## config.mk

```make
export PLATFORM = sky130hd
export DESIGN_NAME = fir_coeff_load_ctrl
export DESIGN_NICKNAME = d
export VERILOG_FILES = /design/src/rtl/fir_coeff_pkg.sv /design/src/rtl/fir_coeff_sync_timer.sv /design/src/rtl/fir_coeff_load_ctrl.sv
export SDC_FILE = /design/constraint.sdc
export NUM_CORES = 1
export LEC_CHECK = 0
export CELL_PAD_IN_SITES_DETAIL_PLACEMENT = 0
export CELL_PAD_IN_SITES_GLOBAL_PLACEMENT = 1
export CORE_UTILIZATION = 39
export DETAILED_ROUTE_END_ITERATION = 8
export PLACE_DENSITY = 0.95
export SYNTH_ARGS = -nofsm -noshare
export SYNTH_HDL_FRONTEND = slang
export SYNTH_HIERARCHICAL = 1
export SYNTH_SLANG_ARGS = --single-unit
```

## constraint.sdc

```tcl
create_clock -name OPB_Clk -period 2.37 [get_ports OPB_Clk]
set_input_delay 0.237 -clock OPB_Clk [delete_from_list [all_inputs] [get_ports OPB_Clk]]
set_output_delay 0.237 -clock OPB_Clk [all_outputs]
set_load 0.03 [all_outputs]
```

## src/rtl/fir_coeff_pkg.sv

```systemverilog
// Shared definitions for the FIR coefficient loader: FSM states, control-word
// field positions and status-word bit positions.
package fir_coeff_pkg;

   typedef enum logic [1:0] {
      IDLE      = 2'd0,
      WR_EVEN   = 2'd1,
      WR_ODD    = 2'd2,
      WAIT_SYNC = 2'd3
   } fsm_state_e;

   localparam int TOGGLE_BIT = 31;
   localparam int COMMIT_BIT = 30;
   localparam int PAIR_LSB   = 0;
   localparam int PAIR_W     = 8;

   localparam int ST_BUSY     = 31;
   localparam int ST_OVERRUN  = 30;
   localparam int ST_ADDR_ERR = 29;
   localparam int ST_TIMEOUT  = 28;
   localparam int ST_BANK     = 27;
   localparam int ST_CNT_LSB  = 0;
   localparam int ST_CNT_W    = 16;

endpackage

```

## src/rtl/fir_coeff_sync_timer.sv

```systemverilog
// Frame-sync watchdog: counts while start_i is high, zeroed by clear_i.
// expired_o flags the SYNC_TIMEOUT-th counting cycle (count == SYNC_TIMEOUT-1).
module fir_coeff_sync_timer #(
   parameter int SYNC_TIMEOUT = 65536
) (
   input  logic clk_i,
   input  logic rst_i,
   input  logic clear_i,
   input  logic start_i,
   output logic expired_o
);

   localparam int CNT_W = (SYNC_TIMEOUT > 1) ? $clog2(SYNC_TIMEOUT) : 1;
   localparam logic [CNT_W-1:0] LAST = CNT_W'(SYNC_TIMEOUT - 1);

   logic [CNT_W-1:0] cnt_q, cnt_d;

   always_comb begin
      cnt_d = cnt_q;
      if (clear_i) begin
         cnt_d = '0;
      end else if (start_i && (cnt_q != LAST)) begin
         cnt_d = cnt_q + 1'b1;
      end
   end

   always_ff @(posedge clk_i) begin
      if (rst_i) begin
         cnt_q <= '0;
      end else begin
         cnt_q <= cnt_d;
      end
   end

   assign expired_o = start_i && (cnt_q == LAST);

endmodule

```

## src/rtl/fir_coeff_load_ctrl.sv

```systemverilog
// Writes PPC coefficient pairs into the FIR shadow bank and swaps banks on the next frame sync.
// First RAM write lands 2 cycles after the control word toggles; toggles seen while busy set overrun.
module fir_coeff_load_ctrl
   import fir_coeff_pkg::*;
#(
   parameter int NPAIRS       = 16,
   parameter int COEF_W       = 16,
   parameter int ADDR_W       = 5,
   parameter int SYNC_TIMEOUT = 65536
) (
   input  logic              OPB_Clk,
   input  logic              OPB_Rst,
   input  logic [31:0]       coef_data_reg,
   input  logic [31:0]       coef_ctrl_reg,
   input  logic              sync_in,
   output logic              coef_we,
   output logic [ADDR_W-1:0] coef_addr,
   output logic [COEF_W-1:0] coef_wdata,
   output logic              bank_swap,
   output logic              active_bank,
   output logic              busy,
   output logic [31:0]       status
);

   logic [31:0]       data_q;
   logic [31:0]       ctrl_q;
   logic              sync_q;
   fsm_state_e        state_q;
   logic              last_toggle_q;
   logic [PAIR_W-1:0] pair_q;
   logic              commit_q;
   logic [COEF_W-1:0] odd_q;
   logic [15:0]       cmd_count_q;
   logic              overrun_q;
   logic              addr_err_q;
   logic              timeout_q;
   logic              active_bank_q;
   logic              bank_swap_q;
   logic              coef_we_q;
   logic [ADDR_W-1:0] coef_addr_q;
   logic [COEF_W-1:0] coef_wdata_q;

   logic              new_cmd;
   logic [PAIR_W-1:0] new_pair;
   logic              pair_bad;
   logic              tmr_expired;
   logic              unused_ctrl_bits;

   assign new_cmd          = ctrl_q[TOGGLE_BIT] != last_toggle_q;
   assign new_pair         = ctrl_q[PAIR_LSB +: PAIR_W];
   assign pair_bad         = int'(new_pair) >= NPAIRS;
   assign unused_ctrl_bits = ^ctrl_q[29:8];

   // Timer only runs in WAIT_SYNC and restarts from zero on every entry.
   fir_coeff_sync_timer #(
      .SYNC_TIMEOUT (SYNC_TIMEOUT)
   ) u_sync_timer (
      .clk_i     (OPB_Clk),
      .rst_i     (OPB_Rst),
      .clear_i   (state_q != WAIT_SYNC),
      .start_i   (state_q == WAIT_SYNC),
      .expired_o (tmr_expired)
   );

   always_ff @(posedge OPB_Clk) begin
      if (OPB_Rst) begin
         data_q        <= '0;
         ctrl_q        <= '0;
         sync_q        <= 1'b0;
         state_q       <= IDLE;
         last_toggle_q <= 1'b0;
         pair_q        <= '0;
         commit_q      <= 1'b0;
         odd_q         <= '0;
         cmd_count_q   <= '0;
         overrun_q     <= 1'b0;
         addr_err_q    <= 1'b0;
         timeout_q     <= 1'b0;
         active_bank_q <= 1'b0;
         bank_swap_q   <= 1'b0;
         coef_we_q     <= 1'b0;
         coef_addr_q   <= '0;
         coef_wdata_q  <= '0;
      end else begin
         data_q <= coef_data_reg;
         ctrl_q <= coef_ctrl_reg;
         sync_q <= sync_in;

         coef_we_q    <= 1'b0;
         coef_addr_q  <= '0;
         coef_wdata_q <= '0;
         bank_swap_q  <= 1'b0;

         // A toggle seen while busy is not queued; IDLE re-compares the final level.
         if ((state_q != IDLE) && new_cmd) begin
            overrun_q <= 1'b1;
         end

         // Write strobes are launched one state early so they are registered in WR_EVEN/WR_ODD.
         case (state_q)
            IDLE: begin
               if (new_cmd) begin
                  last_toggle_q <= ctrl_q[TOGGLE_BIT];
                  cmd_count_q   <= cmd_count_q + 16'd1;
                  pair_q        <= new_pair;
                  commit_q      <= ctrl_q[COMMIT_BIT];
                  odd_q         <= data_q[15:0];
                  if (pair_bad) begin
                     addr_err_q <= 1'b1;
                  end else begin
                     state_q      <= WR_EVEN;
                     coef_we_q    <= 1'b1;
                     coef_addr_q  <= ADDR_W'({new_pair, 1'b0});
                     coef_wdata_q <= data_q[31:16];
                  end
               end
            end
            WR_EVEN: begin
               state_q      <= WR_ODD;
               coef_we_q    <= 1'b1;
               coef_addr_q  <= ADDR_W'({pair_q, 1'b1});
               coef_wdata_q <= odd_q;
            end
            WR_ODD: begin
               state_q <= commit_q ? WAIT_SYNC : IDLE;
            end
            WAIT_SYNC: begin
               if (sync_q) begin
                  bank_swap_q   <= 1'b1;
                  active_bank_q <= ~active_bank_q;
                  state_q       <= IDLE;
               end else if (tmr_expired) begin
                  timeout_q <= 1'b1;
                  state_q   <= IDLE;
               end
            end
            default: state_q <= IDLE;
         endcase
      end
   end

   assign coef_we     = coef_we_q;
   assign coef_addr   = coef_addr_q;
   assign coef_wdata  = coef_wdata_q;
   assign bank_swap   = bank_swap_q;
   assign active_bank = active_bank_q;
   assign busy        = state_q != IDLE;

   always_comb begin
      status                              = '0;
      status[ST_BUSY]                     = busy;
      status[ST_OVERRUN]                  = overrun_q;
      status[ST_ADDR_ERR]                 = addr_err_q;
      status[ST_TIMEOUT]                  = timeout_q;
      status[ST_BANK]                     = active_bank_q;
      status[ST_CNT_LSB +: ST_CNT_W]      = cmd_count_q;
   end

endmodule

```

# Word-level counts from Yosys, hierarchy flattened
# Index checks and enable logic that the tools add are counted.
[word_totals]
regBits = 148
input_bits = 67
output_inout_bits = 57
elab_cells = 62
[classes]
add_sub_neg = 2
n_lt_le_gt_ge = 1
eq_ne = 10
muxes = 16
bitwise_logic = 3
reduce_logical = 12
[op_table]
columns = ["operator", "n"]
rows = [
  ["$add A16 B1 Y16 const B", 2],
  ["$mux W16", 2],
  ["$pmux W16 S2", 1],
  ["$eq A16 B16 Y1 const B", 1],
  ["$ne A16 B16 Y1 const B", 1],
  ["$mux W2", 5],
  ["$mux W5", 2],
  ["$pmux W5 S2", 1],
  ["$reduce_and A3 Y1", 3],
  ["$ge A8 B5 Y1 const B", 1],
  ["$pmux W2 S4", 1],
  ["$ne A2 B2 Y1 const B", 3],
  ["$eq A2 B2 Y1 const B", 2],
  ["$reduce_and A2 Y1", 2],
  ["$reduce_or A2 Y1", 2],
  ["$logic_and A1 B1 Y1", 3],
  ["$mux W1", 3],
  ["$ne A3 B3 Y1 const B", 1],
  ["$not A1 Y1", 3],
  ["$eq A2 B1 Y1 const B", 1],
  ["$logic_not A2 Y1", 1],
  ["$pmux W1 S2", 1],
  ["$reduce_bool A2 Y1", 1],
  ["$ne A1 B1 Y1", 1],
]

# Depth between registers and ports, before layout
[logic_depth]
word_depth = 5
depth_mapped = 7
mapped_depth_nobuf = 7

# By module
# Netlist, hierarchy kept.
[by_module_without_submodules]
columns = ["mod", "instances", "cells_per_inst", "area_each_um2", "seq_area_each_um2"]
rows = [
  ["fir_coeff_load_ctrl", 1, 391, 3759.9, 2202.1],
  ["fir_coeff_sync_timer", 1, 95, 842.1, 320.3],
]

# Worst setup path before layout
# Ideal clock, no wire load.
[synth_timing]
path_kind = "register to register"
start = "register cmd_count_q[3]"
end = "register cmd_count_q[14]"
setup_time_ps = 71
arrival_ps = 1753
required_ps = 2299
slack_ps = 546
path_stages_with_launch = 6
n_path_buf = 1
period_less_slack_ps = 1824
path_cell_list = "dfxtp_1 > and4_1 > nand4_1 > clkbuf_1 > or4_1 > a21oi_1"
[synth_between]
elab_chain_cells = 1
[synth_lines]
columns = ["element", "line", "text"]
rows = [
  ["start: declaration", "fir_coeff_load_ctrl.sv:33", "logic [15:0] cmd_count_q;"],
  ["start signal: assignment", "fir_coeff_load_ctrl.sv:104", "cmd_count_q <= cmd_count_q + 16'd1;"],
  ["$add A16 B1 Y16", "fir_coeff_load_ctrl.sv:104", ""],
]
# No other way between the ends.
# A chain may end at the register's enable or synchronous reset.

# Worst setup path in the final report
[layout_timing]
start = "register state_q[1]"
end = "output busy"
[layout_between]
elab_chain_cells = 1
[layout_lines]
columns = ["element", "line", "text"]
rows = [
  ["start: declaration", "fir_coeff_load_ctrl.sv:28", "fsm_state_e state_q;"],
  ["start signal: assignment", "fir_coeff_load_ctrl.sv:125", "state_q <= commit_q ? WAIT_SYNC : IDLE;"],
  ["$reduce_bool A2 Y1", "fir_coeff_load_ctrl.sv:147", "assign busy = state_q != IDLE;"],
  ["end: declaration", "fir_coeff_load_ctrl.sv:21", "output logic busy,"],
]
# No other way between the ends.

==> out/qor.yml <==
synth:
  synth_sequential_area_ratio_pct: 54.8
  synth_top_cell_area_share_pct: 54.8
  postSynthRegisterBits: 126
  avgSynthCellArea_um2: 9.47
  synth.distinct_cells: 49
  cell_type_with_the_largest_total_area_after_synthesis: "sky130_fd_sc_hd__dfxtp_1"
  post_synth_inst_count: 486
  synth-warning-count: 6
  synth-main-ff-cell: "sky130_fd_sc_hd__dfxtp_1"
  synth_edf_count: 0
  syn-cell-area_um2: 4600
  postSynth.asyncResetShare_pct: 0
  ys_top_cells_by_area: "sky130_fd_sc_hd__dfxtp_1 55%, sky130_fd_sc_hd__nor2b_1 6.1%, sky130_fd_sc_hd__nand2_1 4.9%, sky130_fd_sc_hd__a21oi_1 4.5%, sky130_fd_sc_hd__nor2_1 3.5%"
flow_run:
  cap_violations: 0
sta:
  report.final.hold_viol_count: 0
  worst-slew-pin-transition_ps: 809
  final-max-slew-violation-count: 0
  worst_clock_skew_ps: 8.35
  rsz0062_at_grt: "no"
  maxSlewHeadroom_pct: 45.9
  fmaxAchievable_ghz: 0.469
  setup_tns_ps: 0
  report.final.setup_viol: 0
  period_share_pct: 90.0
  period_needed_ps: 2130
floorplanning:
  std_cell_rows: 39
  start_util_pct: 40.1
  fp.dieW_um: 111
  placeableCoreArea_um2: 11500
  die_height_um: 111
  floorplan.io_pins: 124
  die_area_um2: 12200
final_layout:
  num-fill-cells: 1015
  post_layout_net_count: 642
  mostFrequentLayoutCells: "126 x sky130_fd_sc_hd__dfxtp_1, 89 x sky130_fd_sc_hd__clkdlybuf4s50_1, 60 x sky130_fd_sc_hd__nand2_1"
  mostFrequentLayoutCell: "sky130_fd_sc_hd__dfxtp_1"
  post_route_cells_drive_above_1_share_pct: 9.22
  area_growth_pct: 35.3
clocking:
  cts_resized: 0
  clock_insertion_delay_worst_skew_ps: 400
  clock_root_buffer: "sky130_fd_sc_hd__clkbuf_16"
  numClockSinks: 126
  post_cts.repair.setup_buffers: 0
  hold_fix_buffers_at_cts: 0
  clock_pin_slew_of_the_registers_on_the_worst_case_setup_and_hold_paths_ps: 60
  clk_path_buf_depth: 2
  cts_tree: "yes"
  cts_buffers: 17
  ctsHtreeMaxLevel: 4
global_route:
  grt_max_degree: 55
  overflow: 0
  grt_first_pass_wirelength_um: 16400
  globalRouteTotalUtil_pct: 16.6
  first_global_vias: 3440
  number_of_antenna_violations_at_the_first_check_in_global_routing: 0
setup_path:
  cp.arrival_ps: 1900
  worstPathRequired_ps: 2130
  cp_max_fo: 7
  cp-end-kind: "output pin"
  start_kind: "register"
  worstSetupPathType: "register to output pin"
detailed_routing:
  routed_wl_um: 9690
  drtIter0Drc: 155
  drt-wirelength-per-cell_um: 13.3
  route.antenna.remaining_nets: 0
  avgViaCountPerCell: 4.91
  detailroute.via_count: 3586
  firstDrtPassIters: 4
  drc_errors: 0
power:
  power.total_mw: 5.41
  p_leak_nw: 2.25
  vdd_drop_max_v: 0.000484
  power-per-cell-area_nw_per_um2: 868
place:
  place.gp.congestion: 0.750
  hpwl_um: 6520
  port_buffers: 90
status:
  outcome: "completed"
hold_path:
  worst_hold_path_type: "input pin to register"
[synth_stat cells (2+ instances only)]
library cell and count:
sky130_fd_sc_hd__inv_1 8, sky130_fd_sc_hd__or4_1 7, sky130_fd_sc_hd__nor3_1 5, sky130_fd_sc_hd__o21a_1 3, sky130_fd_sc_hd__ha_1 2, sky130_fd_sc_hd__buf_1 2
sky130_fd_sc_hd__o211ai_1 2, sky130_fd_sc_hd__o31ai_1 9, sky130_fd_sc_hd__dfxtp_1 126, sky130_fd_sc_hd__nor4_1 2, sky130_fd_sc_hd__nor2b_1 45, sky130_fd_sc_hd__o21ai_0 6
sky130_fd_sc_hd__nor2_1 43, sky130_fd_sc_hd__nand3_1 9, sky130_fd_sc_hd__clkbuf_1 20, sky130_fd_sc_hd__a31oi_1 3, sky130_fd_sc_hd__a21oi_1 41, sky130_fd_sc_hd__buf_4 16
sky130_fd_sc_hd__nand4_1 9, sky130_fd_sc_hd__and4_1 2, sky130_fd_sc_hd__and3_1 3, sky130_fd_sc_hd__and2_1 2, sky130_fd_sc_hd__xnor2_1 2, sky130_fd_sc_hd__xor2_1 10
sky130_fd_sc_hd__a22oi_1 20, sky130_fd_sc_hd__or3_1 7, sky130_fd_sc_hd__nand2_1 60
[routing by layer]
layer | track usage [%] | wire length [um]
met1 | 21.5 | 4270
met2 | 26.6 | 4720
met3 | 4.23 | 607
met4 | 6.49 | 92
met5 | 0 | 0
[worst max-delay path, cell delays in order, from the launching register on]
cell	delay, ps
sky130_fd_sc_hd__dfxtp_1	470
sky130_fd_sc_hd__nor2_4	100
sky130_fd_sc_hd__inv_1	200
sky130_fd_sc_hd__clkdlybuf4s50_1	720
[worst paths after layout]
kind / from / to / slack (ps) / depth (start not counted)
worst min-delay path: OPB_Rst / state_q[1] / 70 / 2
worst max-delay path: state_q[1] / busy / 240 / 3
worst min register to register: data_q[10] / odd_q[10] / 430 / 2
worst max register to register: state_q[1] / u_sync_timer/cnt_q[10] / 410 / 6
[metrics by stage]
stage | setup WS, ps | hold WS (ps) | utilization (%) | std cells | cell area (um2)
global placement | 492 | 420 | 48.5 | 697 | 5560
CTS | 228 | 60.4 | 54.3 | 729 | 6220
detailed placement | 487 | 428 | 48.5 | 697 | 5560
global route | 137 | 74.0 | 54.3 | 729 | 6220
finish | 238 | 73.3 | 54.3 | 730 | 6220
floorplan | 546 | 365 | - | 496 | 4640
[state kept, by name (all words and copies together), names as in the netlist]
signal,flops
odd_q,16
last_toggle_q,1
data_q,32
coef_we,1
coef_wdata,16
timeout_q,1
state_q,2
ctrl_q,10
pair_q,4
commit_q,1
addr_err_q,1
u_sync_timer/cnt_q,16
sync_q,1
overrun_q,1
cmd_count_q,16
bank_swap,1
coef_addr,5
active_bank,1
[kinds of logic after synthesis]
group,after synthesis,synth area share (%)
AND/OR/NAND/NOR,206,23.4
XOR/XNOR,13,2.88
buffers and inverters,47,5.30
flip-flops,126,54.8
multiplexers,1,0.218
AO/OA/AOI/OAI,90,12.8
other,1,0.0815
adder cells (fa/ha/maj),2,0.544
[power breakdown]
group          leakage (nW)  total (mW)  switching, mW  internal [mW]
Combinational         0.899       0.326          0.183          0.143
Sequential             1.03        2.22         0.0333           2.19
Clock                 0.318        2.86          0.967           1.89
Total                  2.25        5.41           1.18           4.22
[layout make-up]
type,instances,area (um2),area share (%)
inverters,8,30.0,0.482
flip-flops and latches,126,2520,40.5
well taps,143,179,2.87
diodes,1,2.50,0.0402
clock buffers,18,429,6.89
clock inverters,14,230,3.70
repair buffers,97,948,15.2
multi-input cells,323,1880,30.3
(Power assumes the default switching activity.)
